### src/rtl/mem_map_pkg.sv
// rtl/mem_map_pkg.sv - address map and shared types for the fetch/data memory arbiter
package mem_map_pkg;

   localparam logic [8:0] LED_ADDR = 9'h100;
   localparam logic [8:0] SW_ADDR  = 9'h140;

   typedef enum logic {SRC_RAM, SRC_IO} resp_src_t;
   typedef enum logic {PORT_F, PORT_D} port_t;

   function automatic logic is_ram(input logic [8:0] addr);
      return !addr[8];
   endfunction

endpackage

### src/rtl/mem_io_regs.sv
// rtl/mem_io_regs.sv - LED register and registered I/O read mux
module mem_io_regs
   import mem_map_pkg::*;
(
   input  logic        clk,
   input  logic        reset,
   input  logic [8:0]  addr,
   input  logic        wr_en,
   input  logic [7:0]  wdata,
   input  logic [7:0]  sw,
   output logic [7:0]  led,
   output logic [15:0] io_rdata
);

   logic [7:0]  led_q, led_d;
   logic [15:0] io_rdata_q, io_rdata_d;

   // The read value is captured every cycle; the top only consumes it after an I/O read grant.
   always_comb begin
      led_d      = led_q;
      io_rdata_d = 16'h0000;
      if (wr_en && addr == LED_ADDR) begin
         led_d = wdata;
      end
      if (addr == LED_ADDR) begin
         io_rdata_d = {8'h00, led_q};
      end else if (addr == SW_ADDR) begin
         io_rdata_d = {8'h00, sw};
      end
   end

   always_ff @(posedge clk) begin
      if (reset) begin
         led_q      <= 8'h00;
         io_rdata_q <= 16'h0000;
      end else begin
         led_q      <= led_d;
         io_rdata_q <= io_rdata_d;
      end
   end

   assign led      = led_q;
   assign io_rdata = io_rdata_q;

endmodule

### src/rtl/mem_arbiter.sv
// rtl/mem_arbiter.sv - fetch/data arbiter for the shared RAM and memory-mapped I/O
module mem_arbiter
   import mem_map_pkg::*;
#(
   parameter int STARVE_LIMIT = 4
) (
   input  logic        clk,
   input  logic        reset,
   input  logic        f_req,
   input  logic [8:0]  f_addr,
   output logic        f_gnt,
   output logic        f_rvalid,
   output logic [15:0] f_rdata,
   input  logic        d_req,
   input  logic        d_we,
   input  logic [8:0]  d_addr,
   input  logic [15:0] d_wdata,
   output logic        d_gnt,
   output logic        d_rvalid,
   output logic [15:0] d_rdata,
   output logic [7:0]  mem_addr,
   output logic        mem_we,
   output logic [15:0] mem_din,
   input  logic [15:0] mem_dout,
   input  logic [7:0]  sw,
   output logic [7:0]  led
);

   logic [3:0]  starve_cnt_q, starve_cnt_d;
   logic [7:0]  mem_addr_q, mem_addr_d;
   logic        rvalid_q, rvalid_d;
   port_t       port_q, port_d;
   resp_src_t   src_q, src_d;
   logic        starve_hit;
   logic [8:0]  sel_addr;
   logic        any_gnt;
   logic [15:0] io_rdata;
   logic [15:0] rdata;

   assign starve_hit = (starve_cnt_q == 4'(STARVE_LIMIT));

   // Data normally wins; fetch takes the slot once the data port has used up its allowance.
   always_comb begin
      f_gnt = 1'b0;
      d_gnt = 1'b0;
      if (!reset) begin
         if (f_req && (!d_req || starve_hit)) begin
            f_gnt = 1'b1;
         end else if (d_req) begin
            d_gnt = 1'b1;
         end
      end
   end

   assign sel_addr = f_gnt ? f_addr : d_addr;
   assign any_gnt  = f_gnt | d_gnt;

   always_comb begin
      starve_cnt_d = starve_cnt_q;
      if (!f_req || f_gnt) begin
         starve_cnt_d = 4'd0;
      end else if (d_gnt && !starve_hit) begin
         starve_cnt_d = starve_cnt_q + 4'd1;
      end
      mem_addr_d = any_gnt ? sel_addr[7:0] : mem_addr_q;
      rvalid_d   = f_gnt | (d_gnt & ~d_we);
      port_d     = f_gnt ? PORT_F : PORT_D;
      src_d      = is_ram(sel_addr) ? SRC_RAM : SRC_IO;
   end

   always_ff @(posedge clk) begin
      if (reset) begin
         starve_cnt_q <= 4'd0;
         mem_addr_q   <= 8'h00;
         rvalid_q     <= 1'b0;
         port_q       <= PORT_F;
         src_q        <= SRC_RAM;
      end else begin
         starve_cnt_q <= starve_cnt_d;
         mem_addr_q   <= mem_addr_d;
         rvalid_q     <= rvalid_d;
         port_q       <= port_d;
         src_q        <= src_d;
      end
   end

   assign mem_addr = mem_addr_d;
   assign mem_we   = d_gnt & d_we & is_ram(d_addr);
   assign mem_din  = d_wdata;

   mem_io_regs u_io (
      .clk      (clk),
      .reset    (reset),
      .addr     (sel_addr),
      .wr_en    (d_gnt & d_we),
      .wdata    (d_wdata[7:0]),
      .sw       (sw),
      .led      (led),
      .io_rdata (io_rdata)
   );

   // Gating with reset squashes a response whose grant happened just before reset rose.
   assign rdata    = (src_q == SRC_RAM) ? mem_dout : io_rdata;
   assign f_rvalid = rvalid_q & ~reset & (port_q == PORT_F);
   assign d_rvalid = rvalid_q & ~reset & (port_q == PORT_D);
   assign f_rdata  = rdata;
   assign d_rdata  = rdata;

endmodule

### config.mk
export PLATFORM = sky130hd
export DESIGN_NAME = mem_arbiter
export DESIGN_NICKNAME = d
export VERILOG_FILES = /design/src/rtl/mem_map_pkg.sv /design/src/rtl/mem_io_regs.sv /design/src/rtl/mem_arbiter.sv
export SDC_FILE = /design/constraint.sdc
export NUM_CORES = 1
export LEC_CHECK = 0
export CORE_UTILIZATION = 36
export CTS_BUF_LIST = sky130_fd_sc_hd__clkbuf_2 sky130_fd_sc_hd__clkbuf_4 sky130_fd_sc_hd__clkbuf_8
export CTS_CLUSTER_DIAMETER = 100
export DETAILED_ROUTE_END_ITERATION = 10
export PLACE_DENSITY = 0.8
export SLEW_MARGIN = 20
export SYNTH_ARGS = -nofsm -noshare
export SYNTH_HDL_FRONTEND = slang
export SYNTH_SLANG_ARGS = --single-unit
### constraint.sdc
create_clock -name clk -period 2.4 [get_ports clk]
set_input_delay 0.48 -clock clk [delete_from_list [all_inputs] [get_ports clk]]
set_output_delay 0.48 -clock clk [all_outputs]
set_load 0.005 [all_outputs]
==> key figures <==
Outcome
  • Status: completed

Layout
  • Ratio of cells with drive above 1 in the final layout: 0.198
  • Final net count: 372
  • Number of diodes: 0
  • P&R area growth vs syn: 65.6%

Worst setup path
  • R2R Setup Slk: 0.38 ns
  • Kind of critical path: reg2out
  • Reg-to-Reg Start: starve_cnt_q[0]
  • Worst EP arrival: between 1.5 and 2 ns
  • Worst EP required: approximately 1.9 ns
  • Path depth of the worst reg2reg path: 9
  • CP Max Fanout: 8
  • CP endpoint kind: output pin
  • R2R Path End: u_io.led[3]
  • CP startpoint kind: register

Logic synthesis
  • Post-synth net total: ~270
  • Synth Flop Type: dfxtp_1
  • Synth area leaders: dfxtp_1 (32%), buf_4 (13%), mux2i_1 (8.4%)
  • Register bit total from synthesis: 31
  • Synthesized area: 1920 µm²
  • Seq/Total Area, Yosys: 0.324
  • Most numerous cell in the Yosys netlist: buf_4
  • Syn_area_per_cell: a little over 9 µm²
  • Ys async rst share: 0
  • Post-synth top area share: 0.324
  • EDFF count, synth: 0
  • Count of warnings emitted by yosys: 0
  • Largest area contributor in the netlist: dfxtp_1
  • Mapped Cells: approximately 210
  • Synth cell count leaders: buf_4 (33), dfxtp_1 (31), nor2_1 (18)
  • Synth cell types: 33

Clock network
  • CTS tree: built
  • Worst-Skew Late Latency: ~0.28 ns
  • Reg clk slew, reported paths: 0.06 ns
  • Cts bufs inserted: 5
  • Root buffer cell: clkbuf_8
  • Max H-tree Level: 2
  • Clk sinks: 31
  • Hold buffers post-CTS: 0
  • CTS Buffer Depth: 2

Timing
  • Slew HR: 0.780
  • Final setup viols: 0
  • Final hold slack: 0.541 ns
  • Tmin final: 2.35 ns
  • Post-route clock period utilization: 0.978
  • RSZ-0062 raised after global routing: true
  • Slew at the pin with the worst max-slew slack: 0.330 ns
  • Final hold viol count: 0
  • Setup_tns: 0 ns
  • Max-slew violations: 0
  • Max Clock Freq: about 0.43 GHz
  • Clock skew: between 0.003 and 0.004 ns

Power and ir drop
  • Internal power: about 1.1 mW
  • Clock share of power: 0.371
  • Psw: 0.323 mW
  • P_leak: ~1.3 nW
  • Switching share of total power: 0.227
  • Tot Pwr: 1.42 mW
  • Combinational power share: 0.255
  • Pwr/cell area: roughly 450 nW/µm²
  • Max VDD drop: ~220 µV
  • Seq pwr share: 0.374

Drt
  • Final WL: 5.30 mm
  • Routed vias/inst: ~4.7
  • DRT Pass-1 Iters: 4
  • Final ANT Viol Nets: 0
  • Vias: approximately 1800
  • Post-DR wirelength/cell: 14.0 µm
  • Iteration-0 DRC Markers: around 90
  • Post-route DRC: 0

Die
  • Die area: 5620 µm²
  • I/O pin total: between 100 and 150
  • Initial Util: 0.375
  • Die Span X: between 70 and 80 µm
  • Die Y-Extent: between 70 and 80 µm
  • Cell Rows: 26
  • Core Region: ~5100 µm²

Min path
  • Hold path start: starve_cnt_q[3]
  • Hold path depth: 2
  • Worst Hold Class: reg2reg
  • Hold Crit Endpoint: starve_cnt_q[3]

Flow run
  • Maxcap violations: 0

GRT
  • Vias in the first global route: around 1600
  • Largest net degree at the start of global routing: 17
  • GRT overflow: 0
  • Global Route Usage Sum: 0.191
  • Initial antenna violation count: 0
  • First-pass GRT wire length: between 7 and 8 mm

Place
  • GP Congestion: roughly 0.80
  • IO buf count: roughly 120
  • Detailed placement HPWL: approximately 4.1 mm
[layer usage]
layer / up-vias / global-route usage / routed length (µm)
met1: 822 / 0.218 / 2090
met2: 65 / 0.341 / 2770
met5: - / 0 / 0
met4: 0 / 0.0776 / 74
met3: 8 / 0.0482 / 357
li1: 866 / - / -
[critical path, cell delays in order, from the launching register on]
cell and delay (ns):
dfxtp_2 0.32, inv_1 0.05, ha_2 0.18, nand3b_4 0.11
a211o_4 0.40, clkinv_8 0.08, buf_4 0.12, o21ai_2 0.06
dlygate4sd2_1 0.26
[through the flow]
step	setup slack, ns	cell area (µm²)	util	std cells
floorplan	0.438	1920	-	208
global route	-0.0527	3170	0.621	378
finish	0.0532	3170	0.621	378
global placement	-0.323	2950	0.577	363
CTS	-0.0324	3140	0.615	377
detailed placement	-0.378	2950	0.577	363
[power groups by stage]
stage          Clock, mW  Combinational (mW)  Sequential, mW
2_1_floorplan          0               0.159           0.542
3_3_place_gp           0               0.346           0.543
3_5_place_dp           0               0.353           0.543
4_1_cts            0.540               0.356           0.531
5_1_grt            0.564               0.393           0.534
6_report           0.528               0.362           0.533
[worst max-delay path by stage]
stage	startpoint	to	slack [ns]	depth (start not counted)
after CTS	starve_cnt_q[0]	mem_addr[5]	-0.03	9
after floorplan	starve_cnt_q[0]	mem_addr[0]	0.44	9
after global routing	starve_cnt_q[0]	mem_addr[4]	-0.05	8
after global placement	reset	mem_addr[0]	-0.32	6
after detailed placement	d_req	mem_addr[6]	-0.38	7
final	starve_cnt_q[0]	mem_addr[4]	0.05	8
[area by class of cell]
type | count | area (µm²)
fillers | 451 | 1940
repair buffers | 132 | 1290
multi-input cells | 130 | 1010
flip-flops and latches | 31 | 623
well taps | 70 | 87.6
clock buffers | 6 | 82.6
clock inverters | 2 | 35.0
inverters | 6 | 35.0
repair inverters | 1 | 8.76
[cells by family (layout without fill, tap and decap cells)]
group,Yosys count,in the layout,synth area share
and+or+nand+nor,77,77,0.236
adders and majority gates,2,2,0.0131
muxes,26,26,0.150
buffers and inverters,47,147,0.169
AOI/OAI and AO/OA,23,23,0.0986
DFF,31,31,0.324
xor gates and xnor gates,2,2,0.00915
[sequential cells by signal (all words and copies together), names as in the netlist]
name,flops
u_io.io_rdata,8
u_io.led,8
mem_addr_q,8
rvalid_q,1
src_q,1
port_q,1
starve_cnt_q,4
[placed cells by master, fill, tap and decap left out, types with 2 or more instances in the layout]
master / Yosys / layout
nor2_1: 18 / 18
inv_1: 5 / 4
dlygate4sd2_1: 0 / 6
clkdlybuf4s50_1: 0 / 101
nand3_1: 2 / 2
nand2b_1: 8 / 8
nor4_1: 2 / 2
buf_4: 33 / 14
a21oi_1: 2 / 2
mux2i_2: 0 / 5
buf_6: 3 / 2
nor2b_1: 9 / 8
or2b_1: 8 / 8
dfxtp_2: 0 / 2
nand3b_1: 2 / 2
mux2_2: 8 / 8
nor3b_1: 4 / 4
clkbuf_8: 0 / 6
a22oi_1: 8 / 8
o21ai_2: 8 / 8
and2b_1: 8 / 8
dfxtp_1: 31 / 29
nand2_1: 13 / 13
clkdlybuf4s15_1: 0 / 6
mux2i_1: 16 / 11
[what timing repair did]
item	4_1_cts	5_1_grt
resized for setup	30	14
endpoints found under the setup margin	12	9
pin swaps	3	5
gates cloned	2	0
buffers inserted	4	2
Note: power is estimated with default switching activity, not from simulation.
